`src/rtl/regs_write_arbiter.sv`:
```
// Round-robin arbiter sharing the register-file write port between the core
// writeback stage (requester 0) and the debug/loader port (requester 1).
`timescale 1ns/1ps

module regs_write_arbiter #(
  parameter int DW = 8,
  parameter int AW = 3
) (
  input  logic          CLK,
  input  logic          RST_N,
  input  logic          stall,
  input  logic          reqV0,
  input  logic          reqV1,
  input  logic [AW-1:0] reqReg0,
  input  logic [AW-1:0] reqReg1,
  input  logic          reqIsReg0,
  input  logic          reqIsReg1,
  input  logic [DW-1:0] reqData0,
  input  logic [DW-1:0] reqData1,
  input  logic          reqWData0,
  input  logic          reqWData1,
  input  logic          reqFlipEn0,
  input  logic          reqFlipEn1,
  input  logic          reqFlip0,
  input  logic          reqFlip1,
  input  logic          reqFlagEn0,
  input  logic          reqFlagEn1,
  input  logic          reqFlag0,
  input  logic          reqFlag1,
  output logic          ready0,
  output logic          ready1,
  output logic          isWrite,
  output logic [AW-1:0] writeReg,
  output logic          isRegW,
  output logic [DW-1:0] writeData,
  output logic          writeFlip,
  output logic          flipin,
  output logic          writeFlag,
  output logic          flagin,
  output logic          grantId,
  output logic          busy
);

  typedef struct packed {
    logic [AW-1:0] rg;
    logic          is_reg;
    logic [DW-1:0] data;
    logic          wdata;
    logic          flip_en;
    logic          flip;
    logic          flag_en;
    logic          flag;
  } slot_t;

  slot_t       slot [2];
  slot_t       req  [2];
  slot_t       sel;
  logic [1:0]  full;
  logic [1:0]  ready;
  logic [1:0]  accept;
  logic [1:0]  grant;
  logic        gnt_v;
  logic        gnt_id;
  logic        last;

  assign req[0] = '{rg: reqReg0, is_reg: reqIsReg0, data: reqData0, wdata: reqWData0,
                    flip_en: reqFlipEn0, flip: reqFlip0, flag_en: reqFlagEn0, flag: reqFlag0};
  assign req[1] = '{rg: reqReg1, is_reg: reqIsReg1, data: reqData1, wdata: reqWData1,
                    flip_en: reqFlipEn1, flip: reqFlip1, flag_en: reqFlagEn1, flag: reqFlag1};

  // NOTE: every output of an always_comb is defaulted first so no path infers a latch.
  always_comb begin
    gnt_v  = 1'b0;
    gnt_id = 1'b0;
    if (!stall) begin
      if (&full) begin
        gnt_v  = 1'b1;
        gnt_id = ~last;
      end else if (full[0]) begin
        gnt_v  = 1'b1;
        gnt_id = 1'b0;
      end else if (full[1]) begin
        gnt_v  = 1'b1;
        gnt_id = 1'b1;
      end
    end
  end

  // A slot granted this cycle frees up on the same edge, so it can be refilled.
  assign grant  = {gnt_v & gnt_id, gnt_v & ~gnt_id};
  assign ready  = ~full | grant;
  assign accept = {reqV1, reqV0} & ready;
  assign sel    = slot[gnt_id];

  assign ready0 = ready[0];
  assign ready1 = ready[1];
  assign busy   = |full;

  // NOTE: slot payloads carry no reset; the full bits alone say whether they hold anything.
  always_ff @(posedge CLK) begin
    for (int i = 0; i < 2; i++) begin
      if (accept[i]) slot[i] <= req[i];
    end
  end

  // NOTE: sequential state uses non-blocking assignments so every flop samples pre-edge values.
  always_ff @(posedge CLK or negedge RST_N) begin
    if (!RST_N) begin
      full <= 2'b00;
      last <= 1'b1;
    end else begin
      full <= accept | (full & ~grant);
      if (gnt_v) last <= gnt_id;
    end
  end

  always_ff @(posedge CLK or negedge RST_N) begin
    if (!RST_N) begin
      isWrite   <= 1'b0;
      writeFlip <= 1'b0;
      writeFlag <= 1'b0;
      writeReg  <= '0;
      isRegW    <= 1'b0;
      writeData <= '0;
      flipin    <= 1'b0;
      flagin    <= 1'b0;
      grantId   <= 1'b0;
    end else if (gnt_v) begin
      isWrite   <= sel.wdata;
      writeFlip <= sel.flip_en;
      writeFlag <= sel.flag_en;
      writeReg  <= sel.rg;
      isRegW    <= sel.is_reg;
      writeData <= sel.data;
      flipin    <= sel.flip;
      flagin    <= sel.flag;
      grantId   <= gnt_id;
    end else begin
      // Idle edge: drop the enables, keep the last bundle visible.
      isWrite   <= 1'b0;
      writeFlip <= 1'b0;
      writeFlag <= 1'b0;
    end
  end

endmodule

```
`config.mk`:
```
export PLATFORM = sky130hd
export DESIGN_NAME = regs_write_arbiter
export DESIGN_NICKNAME = d
export VERILOG_FILES = /design/src/rtl/regs_write_arbiter.sv
export SDC_FILE = /design/constraint.sdc
export NUM_CORES = 1
export LEC_CHECK = 0
export ABC_CLOCK_PERIOD_IN_PS = 2000
export BUFFER_PORTS_ARGS = -buffer_cell sky130_fd_sc_hd__buf_2
export CORE_MARGIN = 2
export CORE_UTILIZATION = 40
export CTS_BUF_LIST = sky130_fd_sc_hd__clkbuf_2
export CTS_CLUSTER_SIZE = 20
export DETAILED_ROUTE_END_ITERATION = 10
export PLACE_DENSITY_LB_ADDON = 0.08
export SLEW_MARGIN = 10
export SYNTH_ARGS = -nofsm -noshare
export SYNTH_HDL_FRONTEND = slang
export SYNTH_SLANG_ARGS = --single-unit
```
`constraint.sdc`:
```
create_clock -name CLK -period 2 [get_ports CLK]
set_input_delay 0.3 -clock CLK [delete_from_list [all_inputs] [get_ports CLK]]
set_output_delay 0.3 -clock CLK [all_outputs]
set_load 0.01 [all_outputs]
```
==> impl_metrics.sql, run 1 <==
INSERT INTO impl_metrics (metric_group, metric, value, unit) VALUES
('floorplan', 'initial_core_util', '41.9', '%'),
('critical_path', 'slowest_delay', '0.60', 'ns'),
('placed_design', 'io_buffer_count', '59', ''),
('logic_synthesis', 'synth_adder_area_share', '0', '%'),
('floorplan', 'floorplan.die_area', '5990', 'µm²'),
('sta', 'setup_repair_after_global_routing_missed_its_margin', 'no', ''),
('critical_path', 'critical-path-slowest-cell', 'dfstp_2', ''),
('job', 'timing.max_cap.violations', '0', ''),
('clocking', 'cts_root_buffer', 'clkbuf_2', ''),
('global_routing', 'pin_count_of_the_biggest_net_entering_global_routing', '30', ''),
('routing', 'route.antenna.remaining_nets', '0', ''),
('routing', 'drt_first_iter_violations', '82', ''),
('sta', 'timing.hold.ws', '0.0354', 'ns'),
('floorplan', 'die_h', '77.4', 'µm'),
('clocking', 'cts_setup_buffers', '0', ''),
('floorplan', 'die_x', '77.4', 'µm'),
('logic_synthesis', 'number_of_enable_flip_flop_cells_after_synthesis', '34', ''),
('finish', 'syn_to_final_growth', '33.9', '%'),
('placed_design', 'routabilityCongestion', '0.791', ''),
('logic_synthesis', 'mappedNetlistNets', '189', ''),
('critical_path', 'worstRegToRegCells', '3', ''),
('critical_path', 'rrSetupSlack', '0.35', 'ns'),
('sta', 'final.min_clock_period', '1.83', 'ns'),
('critical_path', 'rr_startpoint', 'last', ''),
('sta', 'finalSetupViolCount', '0', ''),
('critical_path', 'crit_path_start_kind', 'register', ''),
('clocking', 'max-clock-path-buffers', '2', ''),
('finish', 'nNetsFinal', '283', ''),
('routing', 'number_of_iterations_in_the_first_detailed_routing_pass', '4', ''),
('logic_synthesis', 'mappedNetlistArea', '2150', 'µm²'),
('sta', 'worst_slew_pin_slew', '0.585', 'ns'),
('logic_synthesis', 'post-synth-top-area-fraction', '47.4', '%'),
('clocking', 'numCtsBuffers', '5', ''),
('worst_hold_path', 'worstHoldPathType', 'in2reg', ''),
('critical_path', 'critPathMaxFanout', '3', ''),
('clocking', 'tritoncts', 'done', ''),
('critical_path', 'worst-path-stages', '4', ''),
('sta', 'fin_worst_skew', '0.0239', 'ns'),
('logic_synthesis', 'async_flop_share', '38.2', '%'),
('placed_design', 'post-dp-hpwl', '3160', 'µm'),
('logic_synthesis', 'yosys-top-cells-area', 'edfxtp_1 47%, dfrtp_1 23%, o2111ai_1 6.9%, a31oi_1 3.8%, o21ai_0 2.8%', ''),
('power', 'p_leak', '1.13', 'nW'),
('logic_synthesis', 'ys.flop_type', 'edfxtp_1', ''),
('global_routing', 'globalRoute.totalOverflow', '0', ''),
('critical_path', 'critical_path.n_buffers_inverters', '2', ''),
('sta', 'final_max_slew_viol_count', '0', ''),
('clocking', 'clock_transition_at_path_regs', '0.26', 'ns'),
('finish', 'final_layout_size_suffix_gt1_share', '32.7', '%'),
('floorplan', 'row_count', '26', ''),
('routing', 'dr_total_vias', '1582', ''),
('logic_synthesis', 'synth_seq_cells', '55', ''),
('sta', 'relSlewSlack', '61.0', '%'),
('logic_synthesis', 'postSynthCellCount', '150', ''),
('power', 'max-vdd-ir-drop', '0.000474', 'V'),
('global_routing', 'wire_length_of_the_first_global_routing_pass', '8200', 'µm'),
('logic_synthesis', 'muxShareOfSynthArea', '0', '%'),
('critical_path', 'worst_ep_arrival_time', '1.53', 'ns'),
('critical_path', 'endpoint_kind', 'output pin', ''),
('logic_synthesis', 'yosys.area_share.xor_xnor', '0', '%'),
('global_routing', 'grt_antenna_before_repair', '0', ''),
('logic_synthesis', 'synth.yosys.seq_area_share', '71.9', '%'),
('critical_path', 'required', '1.70', 'ns'),
('clocking', 'tritoncts_num_sinks', '55', ''),
('outcome', 'result_of_the_run', 'finished, final reports clean', ''),
('logic_synthesis', 'synth_cell_types', '25', ''),
('critical_path', 'worst_r2r_endpoint', 'writeData[6]', ''),
('worst_hold_path', 'sink_of_the_worst_hold_path', 'slot[1][4]', ''),
('routing', 'drt_drc_violations_left', '0', ''),
('logic_synthesis', 'synth_warnings', '0', ''),
('sta', 'timing.final.hold_violations', '0', ''),
('finish', 'antenna-diode-count', '0', '');
[worst register-to-register path, delay by kind of cell (launching register included)]
family / cells / cell delay, ns
DFF: 1 / 0.60
AOI/OAI and AO/OA: 2 / 0.52
buffers and inverters: 1 / 0.42
[area by class of cell]
type,count,area [µm²]
Clock buffer,5,25.0
Clock inverter,3,23.8
Fill cell,457,2260
Inverter,3,11.3
Multi-Input combinational cell,81,503
Sequential cell,55,1550
Tap cell,70,87.6
Timing Repair Buffer,98,686
[kinds of logic after synthesis]
family	count (synthesis)
simple gates	25
buf+inv	14
compound gates	56
flops	55
[report_power, final]
part,switching (W),internal (W),total (W)
clock network,0.000360,0.0000949,0.000455
logic,0.000309,0.000226,0.000535
registers,0.0000577,0.00136,0.00142
[sequential cells by signal (all words and copies together), names as in the netlist]
| register | flops |
|---|---|
| last | 1 |
| grantId | 1 |
| writeReg | 3 |
| isWrite | 1 |
| slot | 34 |
| writeFlip | 1 |
| writeData | 8 |
| flipin | 1 |
| full | 2 |
| isRegW | 1 |
| writeFlag | 1 |
| flagin | 1 |
[what timing repair did]
item	CTS	global route
endpoints found under the setup margin	0	0
hold buffers	31	3
hold endpoints to repair	50	3
[synthesized netlist by cell type, drive strengths merged (2+ instances only)]
library cell	count
edfxtp	34
dfrtp	20
o21ai	20
o2111ai	17
a31oi	14
nor2	14
buf	11
a21oi	3
and2	3
nand2b	3
inv	2
nand2	2
or2	2
[layout by cell type, fill, tap and decap left out, drive strengths merged]
| cell type | netlist | layout |
|---|---|---|
| a21oi | 3 | 3 |
| a31oi | 14 | 14 |
| and2 | 3 | 3 |
| buf | 11 | 64 |
| clkbuf | 0 | 5 |
| clkinv | 1 | 3 |
| dfrtp | 20 | 20 |
| dfstp | 1 | 1 |
| dlygate4sd3 | 0 | 34 |
| edfxtp | 34 | 34 |
| inv | 2 | 3 |
| nand2 | 2 | 2 |
| nand2b | 3 | 3 |
| nor2 | 14 | 14 |
| nor2b | 1 | 1 |
| o2111ai | 17 | 17 |
| o21ai | 20 | 20 |
| o21ba | 1 | 1 |
| o21bai | 1 | 1 |
| or2 | 2 | 2 |
[worst max path at each step]
stage	from	end	slack [ns]
CTS	last	ready0	0.13
global placement	last	flagin	0.46
floorplan	last	slot[0][0]	0.16
global route	last	ready0	0.07
detailed placement	last	isRegW	0.40
finish	last	ready0	0.17
[stage by stage]
stage	worst slack, ns	power, W	area [µm²]	utilization [%]
finish	0.171	0.00241	2880	56.1
global route	0.0741	0.00255	2880	56.1
CTS	0.128	0.00243	2850	55.5
detailed placement	0.397	0.00193	2490	48.5
global placement	0.464	0.00192	2490	48.5
floorplan	0.156	0.00174	2150	-
[routing by layer]
| layer | global-route usage [%] | routed length, µm | vias up |
|---|---|---|---|
| met5 | 0 | 0 | - |
| met4 | 6.79 | 101 | 0 |
| met3 | 3.72 | 273 | 9 |
| met2 | 29.8 | 2430 | 51 |
| met1 | 23.5 | 2190 | 754 |
| li1 | - | - | 768 |
(Power assumes the default switching activity.)
==> run 2, diff against run 1 <==
--- a/config.mk
+++ b/config.mk
@@ -12,6 +12,7 @@
 export CTS_BUF_LIST = sky130_fd_sc_hd__clkbuf_2
 export CTS_CLUSTER_SIZE = 20
 export DETAILED_ROUTE_END_ITERATION = 10
+export MAX_ROUTING_LAYER = met4
 export PLACE_DENSITY_LB_ADDON = 0.08
 export SLEW_MARGIN = 10
 export SYNTH_ARGS = -nofsm -noshare
==> impl_metrics.sql, run 2 (synthesis gave the netlist of run 1 again) <==
INSERT INTO impl_metrics (metric_group, metric, value, unit) VALUES
('clocking', 'cts_root_buffer', 'clkbuf_2', ''),
('clocking', 'htree_num_levels', '2', ''),
('sta', 'min_period_over_period', '91.5', '%'),
('critical_path', 'critPathMaxFanout', '3', ''),
('global_routing', 'groute.usage.overall', '18.6', '%'),
('floorplan', 'initial_core_util', '41.9', '%'),
('finish', 'largest_reg_flops', '34', ''),
('sta', 'final.min_clock_period', '1.83', 'ns'),
('routing', 'drt_first_iter_violations', '92', ''),
('finish', 'syn_to_final_growth', '33.9', '%'),
('critical_path', 'rr_startpoint', 'last', ''),
('sta', 'setup_total_negative_slack', '0', 'ns'),
('critical_path', 'startpoint', 'last', ''),
('sta', 'timing.fmax', '546', 'MHz'),
('critical_path', 'slowest_delay', '0.60', 'ns'),
('critical_path', 'worst_ep_arrival_time', '1.53', 'ns'),
('routing', 'drt_drc_violations_left', '0', ''),
('critical_path', 'crit_path_start_kind', 'register', ''),
('clocking', 'tritoncts_num_sinks', '55', ''),
('sta', 'fin_worst_skew', '0.0269', 'ns'),
('critical_path', 'worst_path_top_cell_family_by_delay', 'flip-flops', ''),
('floorplan', 'design.core.area', '5140', 'µm²'),
('power', 'p_per_area', '834', 'nW/µm²'),
('routing', 'dr_total_vias', '1593', ''),
('routing', 'wire_per_inst', '16.0', 'µm'),
('worst_hold_path', 'timing.hold.worst.start', 'reqWData1', ''),
('floorplan', 'floorplan.die_area', '5990', 'µm²'),
('power', 'p_leak', '1.13', 'nW'),
('placed_design', 'dpl.cell_count', '273', ''),
('critical_path', 'critical_path.n_buffers_inverters', '2', ''),
('floorplan', 'design.portCount', '60', ''),
('sta', 'relSlewSlack', '61.1', '%'),
('global_routing', 'grt_antenna_before_repair', '0', ''),
('global_routing', 'number_of_global_route_vias_before_repair', '1644', ''),
('routing', 'number_of_iterations_in_the_first_detailed_routing_pass', '4', ''),
('clocking', 'tritoncts', 'done', ''),
('clocking', 'clock_transition_at_path_regs', '0.26', 'ns'),
('finish', 'nNetsFinal', '283', ''),
('routing', 'vias_per_cell', '5.06', ''),
('critical_path', 'worstSetupPathType', 'reg2out', ''),
('finish', 'antenna-diode-count', '0', ''),
('routing', 'wl', '5040', 'µm'),
('floorplan', 'row_count', '26', ''),
('global_routing', 'globalRoute.totalOverflow', '0', ''),
('power', 'max-vdd-ir-drop', '0.000472', 'V'),
('finish', 'biggestRegsByFlops', 'slot (34), writeData (8), writeReg (3)', ''),
('critical_path', 'required', '1.70', 'ns'),
('finish', 'final-instance-count-excl-fill', '315', ''),
('finish', 'layout.cells.most_common_list', '59 x buf_2, 34 x dlygate4sd3_1, 34 x edfxtp_1, 20 x dfrtp_1, 17 x o2111ai_1', ''),
('sta', 'timing.final.hold_violations', '0', ''),
('clocking', 'clk_latency', '0.45', 'ns'),
('critical_path', 'critical-path-slowest-cell', 'dfstp_2', ''),
('finish', 'commonest_non_fill_non_tap_cell_in_the_layout', 'buf_2', ''),
('sta', 'setup_repair_after_global_routing_missed_its_margin', 'no', ''),
('placed_design', 'routabilityCongestion', '0.802', ''),
('floorplan', 'die_x', '77.4', 'µm'),
('routing', 'route.antenna.remaining_nets', '0', ''),
('clocking', 'cts_resized', '0', ''),
('floorplan', 'die_h', '77.4', 'µm'),
('global_routing', 'pin_count_of_the_biggest_net_entering_global_routing', '30', ''),
('placed_design', 'post-dp-hpwl', '3160', 'µm'),
('worst_hold_path', 'worstHoldPathType', 'in2reg', ''),
('critical_path', 'cell_chain_of_the_critical_path', 'nor2b_1, o21ai_0, buf_4, buf_2', ''),
('placed_design', 'io_buffer_count', '59', ''),
('sta', 'worst_slew_pin_slew', '0.584', 'ns'),
('finish', 'max_flop_register', 'slot', ''),
('sta', 'timing.hold.ws', '0.0399', 'ns'),
('sta', 'finalSetupViolCount', '0', ''),
('clocking', 'max-clock-path-buffers', '2', ''),
('global_routing', 'wire_length_of_the_first_global_routing_pass', '8220', 'µm'),
('finish', 'final_layout_size_suffix_gt1_share', '32.7', '%'),
('sta', 'final_max_slew_viol_count', '0', ''),
('job', 'timing.max_cap.violations', '0', ''),
('critical_path', 'endpoint_kind', 'output pin', ''),
('clocking', 'numCtsBuffers', '5', ''),
('outcome', 'result_of_the_run', 'finished, final reports clean', '');
==> run 2: cell counts in the layout (fill, tap and decap cells not counted) <==
No cell type changed its count.
==> run 2: final timing paths <==
check | to | slack [ns] | depth (start not counted)
setup / recovery | ready0 | 0.17 | 4
hold / removal | slot[1][4] | 0.04 | 1
setup reg to reg | writeData[6] | 0.33 | 3
hold reg to reg | grantId | 0.51 | 2
max in group asynchronous | last | 1.34 | 2
min in group asynchronous | writeData[4] | 0.29 | 2
==> run 2: layout make-up <==
type,instances,area (µm²)
multi-input combinational,81,503
inverter,3,11.3
clock buffer,5,25.0
tap,70,87.6
fill,457,2260
clock inverter,3,23.8
timing repair buffer,98,686
sequential,55,1550
==> run 2: timing repair <==
action / CTS / global route
hold endpoints to repair: 50 / 3
setup buffers: 0 / 0
hold buffers: 31 / 3
==> run 2: metrics by stage <==
| stage | area [µm²] | total power, W | setup slack, ns | util [%] |
|---|---|---|---|---|
| finish | 2880 | 0.00241 | 0.169 | 56.1 |
| global route | 2880 | 0.00255 | 0.0740 | 56.1 |
| CTS | 2850 | 0.00243 | 0.128 | 55.5 |
| detailed placement | 2490 | 0.00193 | 0.397 | 48.5 |
| global placement | 2490 | 0.00192 | 0.464 | 48.5 |
| floorplan | 2150 | 0.00174 | 0.156 | - |
==> run 2: metal layers <==
layer | vias to the layer above | routed length, µm | track usage, %
met3 | 9 | 290 | 3.60
li1 | 770 | - | -
met2 | 58 | 2460 | 29.9
met1 | 756 | 2190 | 23.6
met4 | 0 | 102 | 6.79
met5 | - | 0 | -
==> run 2: power by group <==
part / total, W / switching (W) / internal [W]
sequential: 0.00142 / 0.0000584 / 0.00136
combinational: 0.000536 / 0.000310 / 0.000226
clock: 0.000452 / 0.000357 / 0.0000948
==> run 3, diff against run 2 <==
--- a/config.mk
+++ b/config.mk
@@ -5,10 +5,10 @@
 export SDC_FILE = /design/constraint.sdc
 export NUM_CORES = 1
 export LEC_CHECK = 0
-export ABC_CLOCK_PERIOD_IN_PS = 2000
+export ABC_CLOCK_PERIOD_IN_PS = 1900
 export BUFFER_PORTS_ARGS = -buffer_cell sky130_fd_sc_hd__buf_2
 export CORE_MARGIN = 2
-export CORE_UTILIZATION = 40
+export CORE_UTILIZATION = 53
 export CTS_BUF_LIST = sky130_fd_sc_hd__clkbuf_2
 export CTS_CLUSTER_SIZE = 20
 export DETAILED_ROUTE_END_ITERATION = 10
==> constraint.sdc (replaced) <==
create_clock -name CLK -period 1.9 [get_ports CLK]
set_input_delay 0.285 -clock CLK [delete_from_list [all_inputs] [get_ports CLK]]
set_output_delay 0.285 -clock CLK [all_outputs]
set_load 0.01 [all_outputs]
==> impl_metrics.sql, run 3 (synthesis gave the netlist of run 1 again) <==
INSERT INTO impl_metrics (metric_group, metric, value, unit) VALUES
('floorplan', 'die_x', '67.7', 'µm'),
('outcome', 'result_of_the_run', 'finished, final reports clean', ''),
('floorplan', 'row_count', '23', ''),
('sta', 'fin_worst_skew', '0.0125', 'ns'),
('placed_design', 'post-dp-hpwl', '2680', 'µm'),
('finish', 'final_core_utilization', '72.5', '%'),
('routing', 'wire_per_inst', '15.7', 'µm'),
('finish', 'largest_reg_flops', '34', ''),
('power', 'internal-power', '0.00175', 'W'),
('power', 'p_per_area', '871', 'nW/µm²'),
('finish', 'antenna-diode-count', '0', ''),
('power', 'max-vdd-ir-drop', '0.000597', 'V'),
('power', 'pwr-share-seq', '59.9', '%'),
('clocking', 'htree_num_levels', '2', ''),
('finish', 'biggestRegsByFlops', 'slot (34), writeData (8), writeReg (3)', ''),
('global_routing', 'pin_count_of_the_biggest_net_entering_global_routing', '30', ''),
('sta', 'timing.final.hold_violations', '0', ''),
('routing', 'vias_per_cell', '5.37', ''),
('finish', 'layout.cell_area.non_filler', '2860', 'µm²'),
('routing', 'route.antenna.remaining_nets', '0', ''),
('sta', 'timing.hold.ws', '0.0451', 'ns'),
('finish', 'layout.cells.most_common_list', '59 x buf_2, 36 x dlygate4sd3_1, 34 x edfxtp_1, 20 x dfrtp_1, 17 x o2111ai_1', ''),
('critical_path', 'endpoint_kind', 'output pin', ''),
('finish', 'commonest_non_fill_non_tap_cell_in_the_layout', 'buf_2', ''),
('floorplan', 'design.core.area', '3940', 'µm²'),
('job', 'timing.max_cap.violations', '0', ''),
('power', 'p_leak', '1.12', 'nW'),
('routing', 'wl', '4640', 'µm'),
('global_routing', 'number_of_global_route_vias_before_repair', '1587', ''),
('routing', 'dr_total_vias', '1589', ''),
('worst_hold_path', 'worstHoldPathType', 'in2reg', ''),
('sta', 'timing.fmax', '559', 'MHz'),
('clocking', 'max-clock-path-buffers', '2', ''),
('finish', 'max_flop_register', 'slot', ''),
('global_routing', 'grt_antenna_before_repair', '0', ''),
('clocking', 'clk_latency', '0.45', 'ns'),
('clocking', 'clock_transition_at_path_regs', '0.25', 'ns'),
('global_routing', 'globalRoute.totalOverflow', '0', ''),
('routing', 'drt_first_iter_violations', '75', ''),
('sta', 'setup_total_negative_slack', '0', 'ns'),
('floorplan', 'floorplan.die_area', '4590', 'µm²'),
('power', 'share_clk_of_total_power', '18.1', '%'),
('placed_design', 'routabilityCongestion', '0.736', ''),
('critical_path', 'required', '1.62', 'ns'),
('sta', 'worst_slew_pin_slew', '0.576', 'ns'),
('floorplan', 'design.portCount', '60', ''),
('global_routing', 'groute.usage.overall', '22.9', '%'),
('finish', 'final.fill_count', '264', ''),
('routing', 'number_of_iterations_in_the_first_detailed_routing_pass', '4', ''),
('clocking', 'tritoncts', 'done', ''),
('sta', 'min_period_over_period', '94.1', '%'),
('clocking', 'numCtsBuffers', '5', ''),
('routing', 'drt_drc_violations_left', '0', ''),
('floorplan', 'initial_core_util', '54.6', '%'),
('finish', 'final_layout_size_suffix_gt1_share', '32.5', '%'),
('critical_path', 'worst_ep_arrival_time', '1.50', 'ns'),
('power', 'relative_contribution_of_combinational_cells_to_total_power', '22.0', '%'),
('critical_path', 'crit_path_start_kind', 'register', ''),
('placed_design', 'place_area', '2450', 'µm²'),
('sta', 'final.min_clock_period', '1.79', 'ns'),
('clocking', 'tritoncts_num_sinks', '55', ''),
('sta', 'setup_repair_after_global_routing_missed_its_margin', 'no', ''),
('finish', 'syn_to_final_growth', '32.8', '%'),
('power', 'netSwitchingFraction', '29.8', '%'),
('clocking', 'cts_setup_buffers', '0', ''),
('floorplan', 'die_h', '67.7', 'µm'),
('placed_design', 'io_buffer_count', '59', ''),
('sta', 'relSlewSlack', '61.6', '%'),
('power', 'netSwitchingPower', '0.000742', 'W'),
('global_routing', 'wire_length_of_the_first_global_routing_pass', '7230', 'µm'),
('sta', 'finalSetupViolCount', '0', ''),
('finish', 'nNetsFinal', '284', ''),
('critical_path', 'worstSetupPathType', 'reg2out', ''),
('clocking', 'cts_root_buffer', 'clkbuf_2', ''),
('sta', 'final_max_slew_viol_count', '0', ''),
('critical_path', 'critPathMaxFanout', '22', '');
==> run 3: power groups by stage <==
| stage | registers (W) | logic [W] | clock network [W] |
|---|---|---|---|
| global placement | 0.00151 | 0.000473 | 0 |
| CTS | 0.00149 | 0.000546 | 0.000459 |
| global route | 0.00151 | 0.000610 | 0.000513 |
| detailed placement | 0.00152 | 0.000488 | 0 |
| finish | 0.00149 | 0.000549 | 0.000450 |
| floorplan | 0.00154 | 0.000288 | 0 |
==> run 3: final cells by class <==
class	count	area (µm²)	share of cell area, %
Sequential cell	55	1550	54.1
Clock buffer	5	25.0	0.875
Multi-Input combinational cell	81	503	17.6
Inverter	3	11.3	0.394
Clock inverter	3	20.0	0.700
Timing Repair Buffer	99	689	24.1
Tap cell	50	62.6	2.19
==> run 3: final timing paths <==
| kind | slack, ns | endpoint | depth (start not counted) | startpoint |
|---|---|---|---|---|
| min in group asynchronous | 0.27 | writeData[3] | 2 | RST_N |
| setup / recovery | 0.11 | busy | 3 | full[1] |
| setup reg to reg | 0.26 | writeData[7] | 3 | last |
| hold / removal | 0.05 | full[1] | 2 | reqV1 |
| hold reg to reg | 0.52 | grantId | 2 | grantId |
| max in group asynchronous | 1.28 | last | 2 | RST_N |
==> run 3: per-layer routing <==
layer	track usage (%)	vias up	share of wire (%)
met5	-	-	0
met4	8.42	0	1.6
met3	5.33	9	4.3
met2	39.8	53	54
met1	25.6	758	40
li1	-	769	-
==> run 3: timing repair <==
action	CTS	global route
endpoints found under the setup margin	0	2
gates resized for setup	0	2
endpoints found under the hold margin	55	0
hold buffers	36	0
==> run 3: critical path, cell delays in order (launching register included) <==
cell and delay [ns]:
dfrtp_1 0.44, buf_6 0.18, or2_2 0.30, buf_2 0.14
==> run 3: per-stage QoR <==
step / cells / total power [W] / setup WS [ns]
finish: 296 / 0.00249 / 0.112
global route: 296 / 0.00263 / 0.0173
CTS: 296 / 0.00249 / 0.0237
detailed placement: 252 / 0.00200 / 0.287
global placement: 252 / 0.00198 / 0.389
floorplan: 150 / 0.00183 / 0.0561
